**config.mk**
```make
export PLATFORM = sky130hd
export DESIGN_NAME = digit_serial_adder
export DESIGN_NICKNAME = d
export VERILOG_FILES = /design/src/rtl/digit_serial_adder.sv
export SDC_FILE = /design/constraint.sdc
export NUM_CORES = 1
export LEC_CHECK = 0
export CAP_MARGIN = 20
export CORE_MARGIN = 2
export CORE_UTILIZATION = 35
export CTS_CLUSTER_SIZE = 30
export DETAILED_ROUTE_END_ITERATION = 6
export GPL_TIMING_DRIVEN = 0
export PLACE_DENSITY_LB_ADDON = 0.08
export SLEW_MARGIN = 20
export SYNTH_ARGS = -nofsm -noshare
export SYNTH_HDL_FRONTEND = slang
export SYNTH_SLANG_ARGS = --single-unit
```
**constraint.sdc**
```tcl
create_clock -name clk -period 2.97 [get_ports clk]
set_input_delay 0.891 -clock clk [delete_from_list [all_inputs] [get_ports clk]]
set_output_delay 0.891 -clock clk [all_outputs]
set_load 0.05 [all_outputs]
```
**src/rtl/digit_serial_adder.sv**
```systemverilog
// digit_serial_adder: digit-serial add/subtract with a registered carry between digits and valid/ready handshakes
module digit_serial_adder #(
  parameter int WIDTH = 8,
  parameter int DIGIT = 1
) (
  input  logic             clk,
  input  logic             rst,
  input  logic             in_valid,
  output logic             in_ready,
  input  logic [WIDTH-1:0] a,
  input  logic [WIDTH-1:0] b,
  input  logic             ci,
  input  logic             sub,
  output logic             out_valid,
  input  logic             out_ready,
  output logic [WIDTH-1:0] S,
  output logic             cout,
  output logic             ovf,
  output logic             busy
);
  if (DIGIT < 1 || DIGIT > WIDTH || WIDTH % DIGIT != 0) begin : g_bad_param
    $error("digit_serial_adder: DIGIT must divide WIDTH and lie in 1..WIDTH");
  end
  localparam int N = WIDTH / DIGIT;
  localparam int CW = (N > 1) ? $clog2(N) : 1;
  typedef enum logic [1:0] {IDLE, RUN, DONE} state_t;
  state_t state, state_nx;
  logic [WIDTH-1:0] a_r, b_r, acc, acc_nx;
  logic carry;
  logic [CW-1:0] cnt;
  logic [DIGIT-1:0] da, db, ds;
  logic [DIGIT:0] c;
  logic last;
  function automatic logic [1:0] full_adder(input logic x, input logic y, input logic cin);
    return {(x & y) | (x & cin) | (y & cin), x ^ y ^ cin};
  endfunction
  assign da = a_r[int'(cnt)*DIGIT +: DIGIT];
  assign db = b_r[int'(cnt)*DIGIT +: DIGIT];
  assign last = cnt == CW'(N - 1);
  assign in_ready = state == IDLE;
  assign out_valid = state == DONE;
  assign busy = state != IDLE;
  always_comb begin
    c = '0;
    ds = '0;
    c[0] = carry;
    for (int i = 0; i < DIGIT; i++) {c[i+1], ds[i]} = full_adder(da[i], db[i], c[i]);
    acc_nx = acc;
    acc_nx[int'(cnt)*DIGIT +: DIGIT] = ds;
  end
  always_comb begin
    state_nx = (state == IDLE) ? (in_valid ? RUN : IDLE) :
               (state == RUN)  ? (last ? DONE : RUN) :
               (state == DONE && !out_ready) ? DONE : IDLE;
  end
  always_ff @(posedge clk) begin
    if (rst) begin
      state <= IDLE;
      a_r <= '0;
      b_r <= '0;
      acc <= '0;
      carry <= 1'b0;
      cnt <= '0;
      S <= '0;
      cout <= 1'b0;
      ovf <= 1'b0;
    end else begin
      state <= state_nx;
      if (state == IDLE && in_valid) begin
        a_r <= a;
        b_r <= b ^ {WIDTH{sub}};
        carry <= ci ^ sub;
        cnt <= '0;
        acc <= '0;
      end else if (state == RUN) begin
        acc <= acc_nx;
        carry <= c[DIGIT];
        cnt <= last ? '0 : cnt + 1'b1;
        if (last) begin
          S <= acc_nx;
          cout <= c[DIGIT];
          ovf <= c[DIGIT] ^ c[DIGIT-1];
        end
      end
    end
  end
endmodule

```
==> flow_summary.yaml <==
layout:
  final_area_um2: 2604
  areaGrowthSynthToFinish_pct: 26.04
  final_nets: 307
  fin_cells: 350
  diodes: 0
  drive_above_1_share: 0.08633
global_routing:
  grt_pass1_vias: 1699
  antenna_found_initial: 0
  grt_first_pass_wirelength_mm: 8.252
  grt_max_degree: 15
  grt-ovfl-total: 0
  track_usage: 0.1661
worst_setup_path:
  worstPathRequired_ns: 2.08
  end_kind: "output port"
  slowest_stage: "clkdlybuf4s50_1"
  worstRegToRegCells: 7
  critPathCapture: "in_ready"
  worstPathCellList: "clkbuf_1 -> or2_2 -> inv_1 -> clkdlybuf4s50_1"
  start_kind: "flop"
  path_max_fanout: 10
  path_class: "flop to output port"
  critPathArrivalTime_ns: 1.97
  r2r_start: "cnt[0]$_SDFFE_PP0P_"
  reg2reg_slack_ns: 0.22
  cpPeakStageDelay_ns: 0.79
  crit_start: "state[1]$_SDFF_PP0_"
  r2r_end: "S[4]$_SDFFE_PP0P_"
routing:
  wl_per_cell_um: 14.26
  wl_mm: 4.991
  viasPerCell: 5.263
  dr.first_iter.drc_count: 85
  num_vias: 1842
  first_pass_iters: 4
  drcViolationCount: 0
  ant_nets: 0
power:
  powerDensity_nw_per_um2: 437.9
  ir_drop_v: 0.0001827
  leakage_nw: 0.8771
placement:
  placed_cells: 342
  pre_cts_slack_ns: -0.2203
  io_buffers: 32
  place_area_um2: 2476
  place.gp.congestion: 0.7779
  place_hpwl_mm: 3.552
yosys:
  synth.area.top_cells: "dfxtp_1 39%, nand2_1 4.5%, a21oi_1 4.4%"
  syn-num-nets: 268
  synthDistinctLibCells: 38
  synth_area_per_cell_um2: 8.680
  synth_area_leader_cell: "dfxtp_1"
  synth_warnings: 0
  yosys_register_bits: 40
  seq_area_frac_synth: 0.3876
  synth_area_um2: 2066
  syn_inst: 238
  synth_top_area_frac: 0.3876
min_path:
  min_from: "a_r[0]$_SDFFE_PP0P_"
  holdCritPathClass: "flop to flop"
cts:
  clk_pin_slew_ns: 0.08
  htreeDepth: 2
  cts_buffers: 5
  cts_max_path_buffers: 2
  cts_setup_buffers: 0
  clockRootBuffer: "clkbuf_8"
  clock_latency_ns: 0.30
  clock_sinks: 40
  cts_tree: "built"
sta:
  drv_slew: 0
  fmax_mhz: 349.9
  finalCriticalPeriod_ns: 2.858
  hold_violations: 0
  tightest_slew_ns: 0.6126
  finalSetupViolCount: 0
  skew_ns: 0.007741
  slew_headroom: 0.5916
  fin_crit_sh: 0.9623
  finalWorstSetupSlack_ns: 0.1120
  holdWs_ns: 0.4571
floorplanning:
  die_w_um: 80.83
  num_rows: 27
  dieHeight_um: 80.83
  start_util: 0.3684
  ios: 35
  dieArea_um2: 6533
  fp.coreArea_um2: 5608
run:
  maxCapViolations: 0
status:
  status: "complete, no violations"
[worst max-delay path: cells and delay by family (launching register included)]
kind	cells	cell delay, ns
flops	1	0.30
buf+inv	3	1.04
simple gates	1	0.33
[registers in the layout (all words and copies together), names as in the netlist]
| register | flops |
|---|---|
| carry | 1 |
| cnt | 3 |
| S | 8 |
| state | 2 |
| cout | 1 |
| b_r | 8 |
| ovf | 1 |
| acc | 8 |
| a_r | 8 |
[synth_stat cells]
library cell,instances
buf_2,2
inv_1,8
nor2_1,13
or4b_1,1
o21ai_0,12
mux4_1,1
ha_1,7
nor4_1,1
or3_1,2
nor2b_1,6
nand4_1,7
and4bb_2,1
o31ai_1,6
or2_2,1
buf_4,1
nand2b_1,5
mux2i_1,6
a2111o_1,1
a21oi_1,18
nor4b_1,2
o31a_1,1
nand2_1,25
nor3_1,3
a211oi_1,11
nor3b_1,1
fa_1,1
xnor2_1,10
nand3b_1,1
a31oi_1,6
or4b_4,1
o2111ai_1,1
nand3_1,14
and3b_1,1
or3b_2,1
clkbuf_1,16
dfxtp_1,40
mux4_2,3
nor3b_2,1
[stage by stage]
| stage | util | total power [W] | TNS, ns |
|---|---|---|---|
| 2_1_floorplan | - | 0.0007010 | 0 |
| 3_3_place_gp | 0.4415 | 0.0007657 | -0.9950 |
| 3_5_place_dp | 0.4415 | 0.0007670 | -1.215 |
| 4_1_cts | 0.4605 | 0.001140 | 0 |
| 5_1_grt | 0.4643 | 0.001198 | -0.01373 |
| 6_report | 0.4643 | 0.001140 | 0 |
[routing by layer]
layer | vias to the layer above | wire length, µm | track usage
li1 | 928 | - | -
met2 | 38 | 2121 | 0.2421
met3 | 6 | 214 | 0.03778
met1 | 870 | 2596 | 0.2448
met4 | 0 | 59 | 0.04576
met5 | - | 0 | 0
[layout by cell type, fill, tap and decap left out, drive strengths merged, types with 6 or more instances in the layout]
cell,instances
a211oi,11
nand2,25
xnor2,10
o21ai,12
nand4,7
mux2i,6
a21oi,18
nand3,14
ha,7
nor2,13
o31ai,6
clkdlybuf4s50,32
clkbuf,21
dfxtp,40
inv,8
a31oi,6
nor2b,6
[power breakdown]
group / leakage (nW) / internal [W] / switching, W
logic: 0.510 / 0.0000890 / 0.000108
clock network: 0.0404 / 0.000166 / 0.000210
registers: 0.326 / 0.000556 / 0.0000115
total: 0.877 / 0.000811 / 0.000329
[worst min path at each step]
| stage | slack [ns] | endpoint | depth (start not counted) |
|---|---|---|---|
| global placement | 0.44 | a_r[0]$_SDFFE_PP0P_ | 2 |
| global route | 0.49 | ovf$_SDFFE_PP0P_ | 2 |
| floorplan | 0.43 | a_r[1]$_SDFFE_PP0P_ | 2 |
| finish | 0.46 | a_r[0]$_SDFFE_PP0P_ | 2 |
| detailed placement | 0.44 | a_r[0]$_SDFFE_PP0P_ | 2 |
| CTS | 0.45 | a_r[0]$_SDFFE_PP0P_ | 2 |
[area by class of cell]
class,count,area [µm²]
fillers,615,3004
multi-input cells,171,1190
flip-flops and latches,40,802.0
repair buffers,32,320.3
well taps,72,90.09
plain buffers,19,78.83
clock buffers,5,68.82
inverters,8,30.03
clock inverters,3,23.77
[cells by family after synthesis]
kind of cell / after synthesis / share of synthesized area
xor+xnor: 10 / 0.04240
compound gates: 56 / 0.1666
fa+ha+maj: 8 / 0.05209
simple gates: 87 / 0.2247
flops: 40 / 0.3876
buf+inv: 27 / 0.05209
mux: 10 / 0.07450
[what timing repair did]
| action | 4_1_cts | 5_1_grt |
|---|---|---|
| endpoints found under the setup margin | 8 | 13 |
| gates resized for setup | 3 | 5 |
| hold buffers | 0 | 0 |
(Power assumes the default switching activity.)
==> patch 1: new RTL, same settings <==
Encoding of `state_t`: now one-hot (3 bits for 3 states).
--- a/src/rtl/digit_serial_adder.sv
+++ b/src/rtl/digit_serial_adder.sv
@@ -24,5 +24,5 @@
   localparam int N = WIDTH / DIGIT;
   localparam int CW = (N > 1) ? $clog2(N) : 1;
-  typedef enum logic [1:0] {IDLE, RUN, DONE} state_t;
+  typedef enum logic [2:0] {IDLE = 3'b001, RUN = 3'b010, DONE = 3'b100} state_t;
   state_t state, state_nx;
   logic [WIDTH-1:0] a_r, b_r, acc, acc_nx;
Formal check against the unedited RTL: same outputs for any inputs over 10 cycles, from zero or initial values and one cycle with rst high; not proved beyond that.
==> patch 1 against the unedited design <==
  * Synthesized cell count decreased by 0.42%
  * Worst hold slack got worse by 0.0026 ns
  * Setup slack improved by 0.088 ns
  * Wire length decreased by 0.24%
  * Power decreased by 0.49%
  * Sequential cell count increased by 1
  * Area after synthesis increased by 2.0%
  * Final cell count increased by 0.29%
  * Non-clock buffer count increased by 3
  * Design area increased by 0.34%
  * Critical path type unchanged
  * Critical endpoint is now out_valid
==> patch 1: results (changes against the unedited design) <==
INFO  metric run_status = complete, no violations
INFO  metric slew-limit-headroom = 0.5291 (-0.06254)
INFO  metric synth_common_cells = 41 x dfxtp_1, 25 x nand2_1, 18 x clkbuf_1, 18 x nand3_1, 15 x nor2_1
INFO  metric postCtsSetupRepairBufs = 0 (unchanged)
INFO  metric worst-endpoint-arrival = 1.88 ns (-0.09 ns)
INFO  metric hold_path.class = register to register
INFO  metric detailroute.wirelength.met3 = 210 microns (-1.9%)
INFO  metric detailedPlacementHpwl = 3.482 mm (-2.0%)
INFO  metric vias_in_the_first_global_route = 1692 (-0.41%)
INFO  metric synth.lib_cells_used.distinct = 43 (+13%)
INFO  metric synth_top_cells_by_area = dfxtp_1 39%, mux2i_1 6.2%, nand2_1 4.5%, nand3_1 4.3%, a211oi_1 4.3%
INFO  metric min_to = a_r[4]
INFO  metric irDropWorstVdd = 0.0002023 V (+11%)
INFO  metric via_count = 1861 (+1.0%)
INFO  metric wl_per_cell = 14.19 microns (-0.52%)
INFO  metric met1Wirelength = 2.539 mm (-2.2%)
INFO  metric overall_global_routing_resource_usage = 0.1625 (-0.003577)
INFO  metric postSynthNetCount = 264 (-1.5%)
INFO  metric instances_no_fill = 351 (+0.29%)
INFO  metric post-place-cells = 344 (+0.58%)
INFO  metric grt_antenna_before_repair = 0 (unchanged)
INFO  metric grt_first_pass_wirelength = 8.300 mm (+0.58%)
INFO  metric cellLeakagePower = 0.9103 nW (+3.8%)
INFO  metric synth-seq-area-share = 0.3895 (+0.001905)
INFO  metric dp_worst_setup_slack = 0.2871 ns (+0.5074 ns)
INFO  metric gp_congestion = 0.7699 (-1.0%)
INFO  metric cts_resized = 0 (-3)
INFO  metric clock_path_buffers = 2 (unchanged)
INFO  metric wl_met2 = 2.167 mm (+2.2%)
INFO  metric filler_cell_count = 618 (+0.49%)
INFO  metric initialDrtViolationCount = 121 (+42%)
INFO  metric timing.reg2reg.setup_slack = 0.42 ns (+0.20 ns)
INFO  metric postSynthCellCount = 237 (-0.42%)
INFO  metric count_of_antenna_diodes_in_the_layout = 0 (unchanged)
INFO  metric cellInternalPower = 0.0008358 W (+3.1%)
INFO  metric skew = 0.005710 ns (-0.002031 ns)
INFO  metric timing.hold.ws = 0.4545 ns (-0.002560 ns)
INFO  metric hold_path.startpoint = a_r[4]
INFO  metric final_layout_size_suffix_gt1_frac = 0.06522 (-0.02111)
INFO  metric timing.critical_path.from = state[0]
INFO  metric regToRegEndpoint = acc[1]
INFO  metric grt_start_max_net_pins = 12 (-3)
INFO  metric finalNetCount = 303 (-1.3%)
==> patch 1: metrics by stage <==
stage                      power, W  instance area (sq um)    util
after floorplan           0.0007112                   2112       -
after global placement    0.0007754                   2526  0.4292
after detailed placement  0.0007759                   2526  0.4292
after CTS                  0.001147                   2613  0.4439
after global routing       0.001183                   2613  0.4439
final                      0.001135                   2613  0.4439
==> patch 1: worst max path at each step <==
stage,to,slack [ns]
finish,out_valid,0.20
global route,acc[0],0.07
CTS,out_valid,0.18
detailed placement,b_r[2],0.29
global placement,b_r[1],0.31
floorplan,out_valid,0.43
==> patch 1: cell families (layout without fill, tap and decap cells) <==
family | Yosys count | after routing | synth area share
multiplexers | 17 | 17 | 0.1045
AND/OR/NAND/NOR | 90 | 90 | 0.2340
buffers and inverters | 30 | 69 | 0.05878
XOR/XNOR | 10 | 10 | 0.04157
flip-flops | 41 | 41 | 0.3896
AO/OA/AOI/OAI | 44 | 44 | 0.1384
adder cells (fa/ha/maj) | 5 | 5 | 0.03326
==> patch 1: critical path, stage by stage (launching register included) <==
cell,delay (ns)
dfxtp_1,0.30
buf_2,0.16
nor3b_1,0.27
clkdlybuf4s50_1,0.85
==> patch 1: power groups by stage <==
stage | sequential (W) | combinational, W | clock, W
3_5_place_dp | 0.000596 | 0.000180 | 0
4_1_cts | 0.000583 | 0.000181 | 0.000384
6_report | 0.000583 | 0.000179 | 0.000373
5_1_grt | 0.000586 | 0.000198 | 0.000398
2_1_floorplan | 0.000592 | 0.000119 | 0
3_3_place_gp | 0.000595 | 0.000180 | 0
==> patch 1: area by class of cell <==
type | instances | share of cell area
clock buffer | 7 | 0.03305
buffer | 22 | 0.03592
inverter | 8 | 0.01149
tap | 75 | 0.03592
multi-input combinational | 166 | 0.4468
timing repair buffer | 32 | 0.1226
sequential | 41 | 0.3142
==> patch 1: routing by layer <==
layer	track usage	vias up
met4	0.05167	0
met3	0.03297	7
li1	-	924
met2	0.2492	47
met1	0.2292	883
met5	0	-
==> patch 2: new RTL, same settings <==
Made on the original files. `WIDTH`: 8 -> 32.
--- a/src/rtl/digit_serial_adder.sv
+++ b/src/rtl/digit_serial_adder.sv
@@ -1,5 +1,5 @@
 // digit_serial_adder: digit-serial add/subtract with a registered carry between digits and valid/ready handshakes
 module digit_serial_adder #(
-  parameter int WIDTH = 8,
+  parameter int WIDTH = 32,
   parameter int DIGIT = 1
 ) (
Ports: changed (resized S, a and b); port bits go from 35 to 107. The function was not compared with the original's and may differ.
==> patch 2 against the unedited design <==
  * The flow now finishes with violations (negative setup slack)
  * Setup slack worse by 0.19 ns
  * Global-route usage up 4.6 points
  * Design area grew to 3.7 times the old value
  * Power rose to 4.2 times the old value
  * Wire length grew to 4.5 times the old value
  * Sequential cell count increased by 98
  * Critical endpoint is now acc[5]
  * Utilization increased by 2.9 points
  * Area after synthesis increased to 3.4 times the old value
  * Largest cell class unchanged
  * Register-to-register slack worse by 0.30 ns
==> patch 2: results (changes against the unedited design) <==
INFO  metric run_status = finished with violations
INFO  metric violated_checks = negative setup slack
INFO  metric clock_insertion_delay_worst_skew = 0.44 ns (+0.14 ns)
INFO  metric post_synth_mux_area_share = 0.09896 (+0.02446)
INFO  metric synth.lib_cells_used.distinct = 58 (+53%)
INFO  metric worstMarginPinSlew = 1.238 ns (+0.6250 ns)
INFO  metric slowest_delay = 0.53 ns (-0.26 ns)
INFO  metric fraction_of_the_mapped_netlist_area_in_adder_cells = 0.01000 (-0.04209)
INFO  metric final-setup-viol-count = 11 (+11)
INFO  metric viasPerCell = 5.307 (+0.84%)
INFO  metric cpLargestDelayFamily = simple AND/OR/NAND/NOR gates
INFO  metric synth_top_cell_area_share = 0.3944 (+0.006783)
INFO  metric worst-endpoint-arrival = 3.42 ns (+1.45 ns)
INFO  metric vias_in_the_first_global_route = 6298 (+270%)
INFO  metric ctsHtreeMaxLevel = 4 (+2)
INFO  metric synth_xor_area_frac = 0.04377 (+0.001367)
INFO  metric postLayoutSetupSlackWorst = -0.08219 ns (-0.1941 ns)
INFO  metric complex_gate_fraction_of_the_synthesized_area = 0.1797 (+0.01314)
INFO  metric seq-power = 0.00196 W (+250%)
INFO  metric crit_path_top_delay_cell = mux4_2
INFO  metric synth-seq-area-share = 0.3944 (+0.006783)
INFO  metric detailedPlacementHpwl = 15.69 mm (+340%)
INFO  metric synth_top_cells_by_area = dfxtp_1 39%, mux2i_1 8.3%, nand2_1 6.0%, xnor2_1 4.3%, nor2_1 4.1%
INFO  metric grt_first_pass_wirelength = 35.57 mm (+330%)
INFO  metric final.setup.tns = -0.4251 ns (-0.4251 ns)
INFO  metric power_switching_share = 0.2719 (-0.01683)
INFO  metric port_buffers = 104 (+230%)
-- patch 2: path summary, 6_finish.rpt --
| path | start | endpoint | slack (ns) | cells after the start |
|---|---|---|---|---|
| worst max-delay path | cnt[0] | acc[5] | -0.08 | 9 |
| worst min-delay path | a_r[0] | a_r[0] | 0.45 | 2 |
| worst max register to register | cnt[0] | acc[5] | -0.08 | 9 |
| worst min register to register | a_r[0] | a_r[0] | 0.45 | 2 |
-- patch 2: cell type report --
class,instances,area (sq um)
Fill cell,1929,9899
Multi-Input combinational cell,577,4269
Sequential cell,138,2766
Timing Repair Buffer,125,1227
Clock buffer,19,442.9
Buffer,71,424.2
Tap cell,265,331.6
Clock inverter,13,142.6
Inverter,6,22.52
-- patch 2: worst reg2reg max path, stage by stage, from the launching register on --
cell,delay (ns)
dfxtp_4,0.36
buf_12,0.13
mux4_2,0.53
a22oi_2,0.22
and4_4,0.25
fa_2,0.47
buf_8,0.15
or3_4,0.33
or3_4,0.41
mux2i_1,0.13
-- patch 2: timing repair --
action	in CTS	in global routing
buffers inserted	13	8
endpoints found under the hold margin	0	0
pin swaps	17	28
gates resized for setup	55	49
setup endpoints to repair	86	99
gates cloned	0	0
-- patch 2: per-stage QoR --
step	cells	utilization	worst slack (ns)	power, W
after global routing	1214	0.4930	-0.1715	0.004983
final	1214	0.4930	-0.08219	0.004819
after detailed placement	1163	0.4311	-0.6473	0.002587
after global placement	1163	0.4311	-0.7036	0.002583
after floorplan	794	-	0.003821	0.002356
after CTS	1207	0.4784	-0.1117	0.004805
-- patch 2: metal layers --
layer,wire [microns],share of wire,track usage,up-vias
li1,-,-,-,3165
met1,10490,0.47,0.2803,3076
met2,10720,0.48,0.3505,175
met3,847,0.038,0.03386,27
met4,451,0.020,0.07696,0
met5,0,0,0,-
